[src/rtl/ysyx_22050039_mem_pkg.sv]
// Shared definitions for the IFU/LSU memory arbiter: FSM state and owner
// encodings, grant-vector bit positions and the byte-mask width derivation.
// The optional macro YSYX_22050039_MEM_ARB_RR_EN selects round-robin
// arbitration in the picker. Without it, the LSU has fixed priority.
package ysyx_22050039_mem_pkg;

  // Arbiter FSM states.
  typedef enum logic [1:0] {
    IDLE = 2'd0,
    REQ  = 2'd1,
    WAIT = 2'd2
  } state_e;

  // Which requester owns the transaction in flight.
  typedef enum logic {
    OWNER_IFU = 1'b0,
    OWNER_LSU = 1'b1
  } owner_e;

  // Bit positions inside the two-bit request and grant vectors.
  localparam int GNT_IFU = 0;
  localparam int GNT_LSU = 1;

  // Number of byte-enable bits for a given data width.
  function automatic int mask_w_of(input int xlen);
    return xlen / 8;
  endfunction

  // Map a one-hot grant vector onto the owner encoding.
  function automatic owner_e gnt_owner(input logic [1:0] gnt);
    owner_e o;
    if (gnt[GNT_LSU] == 1'b1) begin
      o = OWNER_LSU;
    end else begin
      o = OWNER_IFU;
    end
    return o;
  endfunction

endpackage

[src/rtl/ysyx_22050039_mem_arb_pick.sv]
// Two-input grant logic for the memory arbiter.
// Default: the LSU always wins a tie against the IFU.
// With YSYX_22050039_MEM_ARB_RR_EN defined, a last_grant register makes the
// requester that was not granted last win a tie. last_grant is updated only
// when the arbiter actually accepts a request (adv).
module ysyx_22050039_mem_arb_pick
  import ysyx_22050039_mem_pkg::*;
(
`ifdef YSYX_22050039_MEM_ARB_RR_EN
  input  logic       clk,
  input  logic       rst,
  input  logic       adv,
`endif
  input  logic [1:0] req,
  output logic [1:0] gnt
);

`ifdef YSYX_22050039_MEM_ARB_RR_EN
  owner_e last_grant_r;

  // Remember which requester was granted most recently.
  always_ff @(posedge clk) begin
    if (!rst) begin
      last_grant_r <= OWNER_IFU;
    end else if (adv) begin
      last_grant_r <= gnt_owner(gnt);
    end else begin
      last_grant_r <= last_grant_r;
    end
  end

  // Round-robin pick: on a tie, grant the side not granted last.
  always_comb begin
    gnt = 2'b00;
    case (req)
      2'b01:   gnt = 2'b01;
      2'b10:   gnt = 2'b10;
      2'b11: begin
        if (last_grant_r == OWNER_IFU) begin
          gnt = 2'b10;
        end else begin
          gnt = 2'b01;
        end
      end
      default: gnt = 2'b00;
    endcase
  end
`else
  // Fixed-priority pick: the LSU wins a tie, the IFU waits.
  always_comb begin
    gnt = 2'b00;
    case (req)
      2'b01:   gnt = 2'b01;
      2'b10:   gnt = 2'b10;
      2'b11:   gnt = 2'b10;
      default: gnt = 2'b00;
    endcase
  end
`endif

endmodule

[src/rtl/ysyx_22050039_mem_arb.sv]
// Shared memory-port arbiter between instruction fetch (IFU) and load/store
// (LSU) requesters. Only one transaction is outstanding at a time.
//   IDLE: grant one requester (its ready is combinational) and latch its fields.
//   REQ : present the latched request until the memory handshakes.
//   WAIT: capture the response into the owner's rdata. The owner's
//         rsp_valid pulses on the following cycle, already back in IDLE.
// Reset (rst low, synchronous) drops any transaction in flight and clears
// every output, including the held rdata registers.
// YSYX_22050039_MEM_ARB_RR_EN selects round-robin arbitration.
// Without it, the LSU has fixed priority over the IFU.
module ysyx_22050039_mem_arb
  import ysyx_22050039_mem_pkg::*;
#(
  parameter int XLEN   = 64,
  parameter int MASK_W = mask_w_of(XLEN)
) (
  input  logic              clk,
  input  logic              rst,
  // instruction fetch requester
  input  logic              ifu_req_valid,
  output logic              ifu_req_ready,
  input  logic [XLEN-1:0]   ifu_addr,
  output logic              ifu_rsp_valid,
  output logic [XLEN-1:0]   ifu_rdata,
  // load/store requester
  input  logic              lsu_req_valid,
  output logic              lsu_req_ready,
  input  logic [XLEN-1:0]   lsu_addr,
  input  logic              lsu_wen,
  input  logic [XLEN-1:0]   lsu_wdata,
  input  logic [MASK_W-1:0] lsu_wmask,
  output logic              lsu_rsp_valid,
  output logic [XLEN-1:0]   lsu_rdata,
  // memory bridge
  output logic              mem_req_valid,
  input  logic              mem_req_ready,
  output logic [XLEN-1:0]   mem_addr,
  output logic              mem_wen,
  output logic [XLEN-1:0]   mem_wdata,
  output logic [MASK_W-1:0] mem_wmask,
  input  logic              mem_rsp_valid,
  input  logic [XLEN-1:0]   mem_rdata,
  // status
  output logic              busy
);

  state_e            state_r;
  owner_e            owner_r;
  logic              busy_r;
  logic              mem_req_valid_r;
  logic [XLEN-1:0]   mem_addr_r;
  logic              mem_wen_r;
  logic [XLEN-1:0]   mem_wdata_r;
  logic [MASK_W-1:0] mem_wmask_r;
  logic              ifu_rsp_valid_r;
  logic [XLEN-1:0]   ifu_rdata_r;
  logic              lsu_rsp_valid_r;
  logic [XLEN-1:0]   lsu_rdata_r;

  logic [1:0]        req_s;
  logic [1:0]        gnt_s;
  logic              grant_s;

  assign req_s = {lsu_req_valid, ifu_req_valid};

  ysyx_22050039_mem_arb_pick u_pick (
`ifdef YSYX_22050039_MEM_ARB_RR_EN
    .clk (clk),
    .rst (rst),
    .adv (grant_s),
`endif
    .req (req_s),
    .gnt (gnt_s)
  );

  // A grant is taken only from IDLE and never while reset is held.
  assign grant_s       = rst && (state_r == IDLE) && (gnt_s != 2'b00);
  assign ifu_req_ready = grant_s && gnt_s[GNT_IFU];
  assign lsu_req_ready = grant_s && gnt_s[GNT_LSU];

  assign busy          = busy_r;
  assign mem_req_valid = mem_req_valid_r;
  assign mem_addr      = mem_addr_r;
  assign mem_wen       = mem_wen_r;
  assign mem_wdata     = mem_wdata_r;
  assign mem_wmask     = mem_wmask_r;
  assign ifu_rsp_valid = ifu_rsp_valid_r;
  assign ifu_rdata     = ifu_rdata_r;
  assign lsu_rsp_valid = lsu_rsp_valid_r;
  assign lsu_rdata     = lsu_rdata_r;

  // Arbiter FSM with registered memory request, response pulses and rdata.
  always_ff @(posedge clk) begin
    if (!rst) begin
      state_r         <= IDLE;
      owner_r         <= OWNER_IFU;
      busy_r          <= 1'b0;
      mem_req_valid_r <= 1'b0;
      mem_addr_r      <= {XLEN{1'b0}};
      mem_wen_r       <= 1'b0;
      mem_wdata_r     <= {XLEN{1'b0}};
      mem_wmask_r     <= {MASK_W{1'b0}};
      ifu_rsp_valid_r <= 1'b0;
      ifu_rdata_r     <= {XLEN{1'b0}};
      lsu_rsp_valid_r <= 1'b0;
      lsu_rdata_r     <= {XLEN{1'b0}};
    end else begin
      // Response strobes last exactly one cycle.
      ifu_rsp_valid_r <= 1'b0;
      lsu_rsp_valid_r <= 1'b0;
      case (state_r)
        IDLE: begin
          if (grant_s) begin
            owner_r         <= gnt_owner(gnt_s);
            mem_req_valid_r <= 1'b1;
            busy_r          <= 1'b1;
            state_r         <= REQ;
            if (gnt_s[GNT_LSU]) begin
              mem_addr_r  <= lsu_addr;
              mem_wen_r   <= lsu_wen;
              mem_wdata_r <= lsu_wdata;
              mem_wmask_r <= lsu_wmask;
            end else begin
              // Fetches are always plain reads.
              mem_addr_r  <= ifu_addr;
              mem_wen_r   <= 1'b0;
              mem_wdata_r <= {XLEN{1'b0}};
              mem_wmask_r <= {MASK_W{1'b0}};
            end
          end else begin
            state_r <= IDLE;
          end
        end
        REQ: begin
          // Fields stay frozen until the bridge takes the request.
          // A response arriving here is spurious and ignored.
          if (mem_req_valid_r && mem_req_ready) begin
            mem_req_valid_r <= 1'b0;
            state_r         <= WAIT;
          end else begin
            state_r <= REQ;
          end
        end
        WAIT: begin
          if (mem_rsp_valid) begin
            // Store acks also forward mem_rdata.
            if (owner_r == OWNER_LSU) begin
              lsu_rdata_r     <= mem_rdata;
              lsu_rsp_valid_r <= 1'b1;
            end else begin
              ifu_rdata_r     <= mem_rdata;
              ifu_rsp_valid_r <= 1'b1;
            end
            busy_r  <= 1'b0;
            state_r <= IDLE;
          end else begin
            state_r <= WAIT;
          end
        end
        default: begin
          mem_req_valid_r <= 1'b0;
          busy_r          <= 1'b0;
          state_r         <= IDLE;
        end
      endcase
    end
  end

endmodule

[config.mk]
export PLATFORM = sky130hd
export DESIGN_NAME = ysyx_22050039_mem_arb
export DESIGN_NICKNAME = d
export VERILOG_FILES = /design/src/rtl/ysyx_22050039_mem_pkg.sv /design/src/rtl/ysyx_22050039_mem_arb_pick.sv /design/src/rtl/ysyx_22050039_mem_arb.sv
export SDC_FILE = /design/constraint.sdc
export NUM_CORES = 1
export LEC_CHECK = 0
export ABC_AREA = 1
export CAP_MARGIN = 20
export CORE_AREA = 10 10 202 204
export DETAILED_ROUTE_END_ITERATION = 10
export DIE_AREA = 0 0 212 214
export PLACE_DENSITY = 0.59
export SYNTH_ARGS = -nofsm -noshare
export SYNTH_HDL_FRONTEND = slang
export SYNTH_SLANG_ARGS = --single-unit
[constraint.sdc]
create_clock -name clk -period 1.3 [get_ports clk]
set_input_delay 0.26 -clock clk [delete_from_list [all_inputs] [get_ports clk]]
set_output_delay 0.26 -clock clk [all_outputs]
set_load 0.01 [all_outputs]
==> insert_results.sql <==
INSERT INTO impl_metrics (metric_group, metric, value, unit) VALUES
('status', 'run_status', 'finished, violations left', ''),
('status', 'violations', 'negative setup slack', ''),
('timing', 'fmax', '0.593', 'GHz'),
('final_layout', 'final_nets', '2358', ''),
('power', 'totalPowerFinal', '0.0211', 'W'),
('global_routing', 'wire_length_of_the_first_global_routing_pass', '71.8', 'mm'),
('worst_setup_path', 'path_class', 'flop to output pin', ''),
('route', 'drt_first_iter_violations', '647', ''),
('synth', 'syn_area_per_cell', '7.01', 'um2'),
('worst_setup_path', 'critPathCapture', 'ifu_req_ready', ''),
('route', 'remaining_drc_errors', '0', ''),
('synth', 'part_of_the_yosys_area_used_for_sequential_elements', '0.504', ''),
('worst_setup_path', 'worstPathMaxFanout', '2', ''),
('final_layout', 'fraction_of_final_layout_cells_sized_beyond_drive_strength_1', '0.346', ''),
('worst_setup_path', 'critPathArrivalTime', '1.43', 'ns'),
('die', 'floorplan.die_area', '0.0454', 'mm2'),
('route', 'antenna_left', '0', ''),
('clocking', 'cts.root.buffer_cell', 'clkbuf_16', ''),
('synth', 'synth.net_count', '1813', ''),
('synth', 'syn_inst', '1542', ''),
('timing', 'max_slew.worst_pin.slew', '0.384', 'ns'),
('worst_setup_path', 'cell_class_contributing_the_biggest_share_of_worst_path_delay', 'flip-flops', ''),
('worst_setup_path', 'reg2reg_to', 'mem_wdata[4]', ''),
('route', 'avgViaCountPerCell', '4.57', ''),
('worst_setup_path', 'worst_path_max_delay_cell', 'dfxtp_2', ''),
('route', 'via_count', '11800', ''),
('final_layout', 'footprint_of_the_multi_input_gates', '0.00476', 'mm2'),
('global_routing', 'pin_count_of_the_biggest_net_entering_global_routing', '84', ''),
('route', 'first_pass_iters', '4', ''),
('die', 'core_area', '0.0370', 'mm2'),
('route', 'drt_wl_total', '50.6', 'mm'),
('worst_setup_path', 'reg2reg_setup_slack', '-0.26', 'ns'),
('flow_run', 'drv.max_cap_violation_count', '0', ''),
('die', 'io-pin-count', '542', ''),
('final_layout', 'design_area', '0.0192', 'mm2'),
('route', 'routed_wire_length_per_instance', '19.6', 'um'),
('synth', 'synthesized_area_fraction_occupied_by_ao_oa_aoi_and_oai_cells', '0.0953', ''),
('placed_design', 'detailed_placement_hpwl', '36.2', 'mm'),
('synth', 'synth_top_family_by_area', 'simple AND/OR/NAND/NOR gates', ''),
('global_routing', 'initial_antenna_violation_count', '5', ''),
('timing', 'final-hold-violation-count', '0', ''),
('clocking', 'insertion_delay', '0.57', 'ns'),
('power', 'cellLeakagePower', '8.63', 'nW'),
('placed_design', 'postPlaceCellArea', '0.0170', 'mm2'),
('worst_setup_path', 'cp_data_required_time', '1.04', 'ns'),
('timing', 'setup_viol_count_final', '211', ''),
('global_routing', 'track_usage', '0.203', ''),
('clocking', 'numClockSinks', '272', ''),
('worst_setup_path', 'worst_r2r_path_depth', '9', ''),
('worst_setup_path', 'max_stage_delay_on_crit_path', '0.33', 'ns'),
('placed_design', 'gp_congestion', '0.914', ''),
('timing', 'period_minus_slack', '1.69', 'ns'),
('final_layout', 'fin_util', '0.519', ''),
('die', 'floorplan.die.height', '214', 'um'),
('final_layout', 'filler_cell_count', '3512', ''),
('worst_setup_path', 'startpoint', 'state_r[1]', ''),
('clocking', 'clk_path_buf_depth', '3', ''),
('die', 'die_x', '212', 'um'),
('worst_setup_path', 'crit_path_cell_trace', 'nor2_4 -> buf_6 -> nand3_4 -> nor2_4 -> buf_6', ''),
('timing', 'setup_slack', '-0.385', 'ns'),
('timing', 'skew', '0.00932', 'ns'),
('worst_setup_path', 'critical_path_cell_count', '5', ''),
('synth', 'synth_area_in_adders', '0', ''),
('power', 'vdd_ir_drop_max', '914', 'uV'),
('synth', 'synth.lib_cells_used.distinct', '18', ''),
('worst_setup_path', 'critical_path.n_buffers_inverters', '2', ''),
('timing', 'rsz_0062_raised_after_global_routing', 'yes', ''),
('power', 'power.density', '1100', 'mW/mm2'),
('clocking', 'numCtsBuffers', '30', ''),
('synth', 'yosys_warn_count', '0', ''),
('synth', 'synthXorXnorAreaFrac', '0', '');
## cell type report
class                      instances  area share
timing repair buffer             631       0.354
sequential                       272       0.300
multi-input combinational       1078       0.248
clock buffer                      46      0.0480
tap                              474      0.0308
inverter                          74      0.0154
clock inverter                     8     0.00358
antenna                            3    0.000390
## worst register-to-register path: stages, from the launching register on
cell       delay (ns)
dfxtp_2          0.33
nor2_4           0.12
buf_6            0.12
buf_4            0.14
nand3_4          0.11
buf_12           0.18
buf_4            0.15
clkbuf_16        0.17
nand2_1          0.06
a21oi_1          0.06
## cells by family after synthesis
logic type	after synthesis
buf+inv	192
flops	272
simple gates	872
compound gates	206
## power by group
| group | leakage (nW) | internal [W] | switching, W |
|---|---|---|---|
| combinational | 5.80 | 0.00196 | 0.00166 |
| sequential | 2.33 | 0.00871 | 0.000222 |
| clock | 0.496 | 0.00504 | 0.00353 |
## per-stage QoR
stage | setup WS, ns | std cells | setup TNS, ns | hold WS (ns)
6_report | -0.385 | 2586 | -21.69 | 0.196
5_1_grt | -0.441 | 2586 | -40.30 | 0.209
4_1_cts | -0.439 | 2564 | -21.33 | 0.175
3_5_place_dp | -0.412 | 2500 | -89.18 | 0.452
3_3_place_gp | -0.428 | 2500 | -86.64 | 0.447
2_1_floorplan | 0.00182 | 1542 | 0 | 0.395
## flip-flops by register name, indices dropped and copies added (netlist names)
register       cells
ifu_rdata         64
owner_r            1
lsu_rdata         64
lsu_rsp_valid      1
mem_wmask          8
busy               1
ifu_rsp_valid      1
mem_wen            1
state_r            2
mem_addr          64
mem_wdata         64
mem_req_valid      1
## what timing repair did
| action | CTS | global route |
|---|---|---|
| hold endpoints to repair | 1 | 0 |
| setup buffers | 5 | 10 |
| endpoints found under the setup margin | 456 | 459 |
| resized for setup | 1691 | 72 |
| pin swaps | 3 | 11 |
| hold buffers | 1 | 0 |
| gates cloned | 4 | 10 |
## cell usage after synthesis
library cell	instances	area share
a21oi_1	77	0.036
buf_1	5	0.0017
buf_2	46	0.021
buf_4	20	0.014
buf_6	1	0.0010
clkbuf_1	46	0.016
dfxtp_1	272	0.50
inv_1	69	0.024
inv_2	5	0.0017
nand2_1	402	0.14
nand2_2	1	0.00058
nand3_1	4	0.0019
nand3_2	1	0.00093
nand4_1	74	0.043
nor2_1	388	0.13
nor2_2	2	0.0012
o21ai_0	11	0.0051
o21ai_1	118	0.055
## per-layer routing
layer | GRT usage | wire [um]
met5 | 0 | 25
met4 | 0.0683 | 1350
met3 | 0.0962 | 5680
met2 | 0.342 | 24400
met1 | 0.218 | 19100
## worst min path at each step
| stage | from | to | slack [ns] | cells past startpoint |
|---|---|---|---|---|
| CTS | lsu_req_valid | mem_wdata[35] | 0.17 | 4 |
| floorplan | mem_rdata[10] | lsu_rdata[10] | 0.39 | 2 |
| global placement | mem_wdata[15] | mem_wdata[15] | 0.45 | 2 |
| detailed placement | mem_wdata[3] | mem_wdata[3] | 0.45 | 2 |
| finish | lsu_req_valid | mem_wdata[35] | 0.20 | 4 |
| global route | lsu_req_valid | mem_wdata[35] | 0.21 | 4 |
## layout by cell type (no fill, tap or decap), drive strengths merged
master         count
o21ai            129
dfxtp            272
nand2            403
diode              3
nor2             390
clkinv             7
clkdlybuf4s50    268
dlygate4sd3        1
a21oi             77
inv               74
buf              352
nand3              5
clkbuf            56
nand4             74
bufinv             1
No activity file was read; power rests on OpenSTA's default activity.
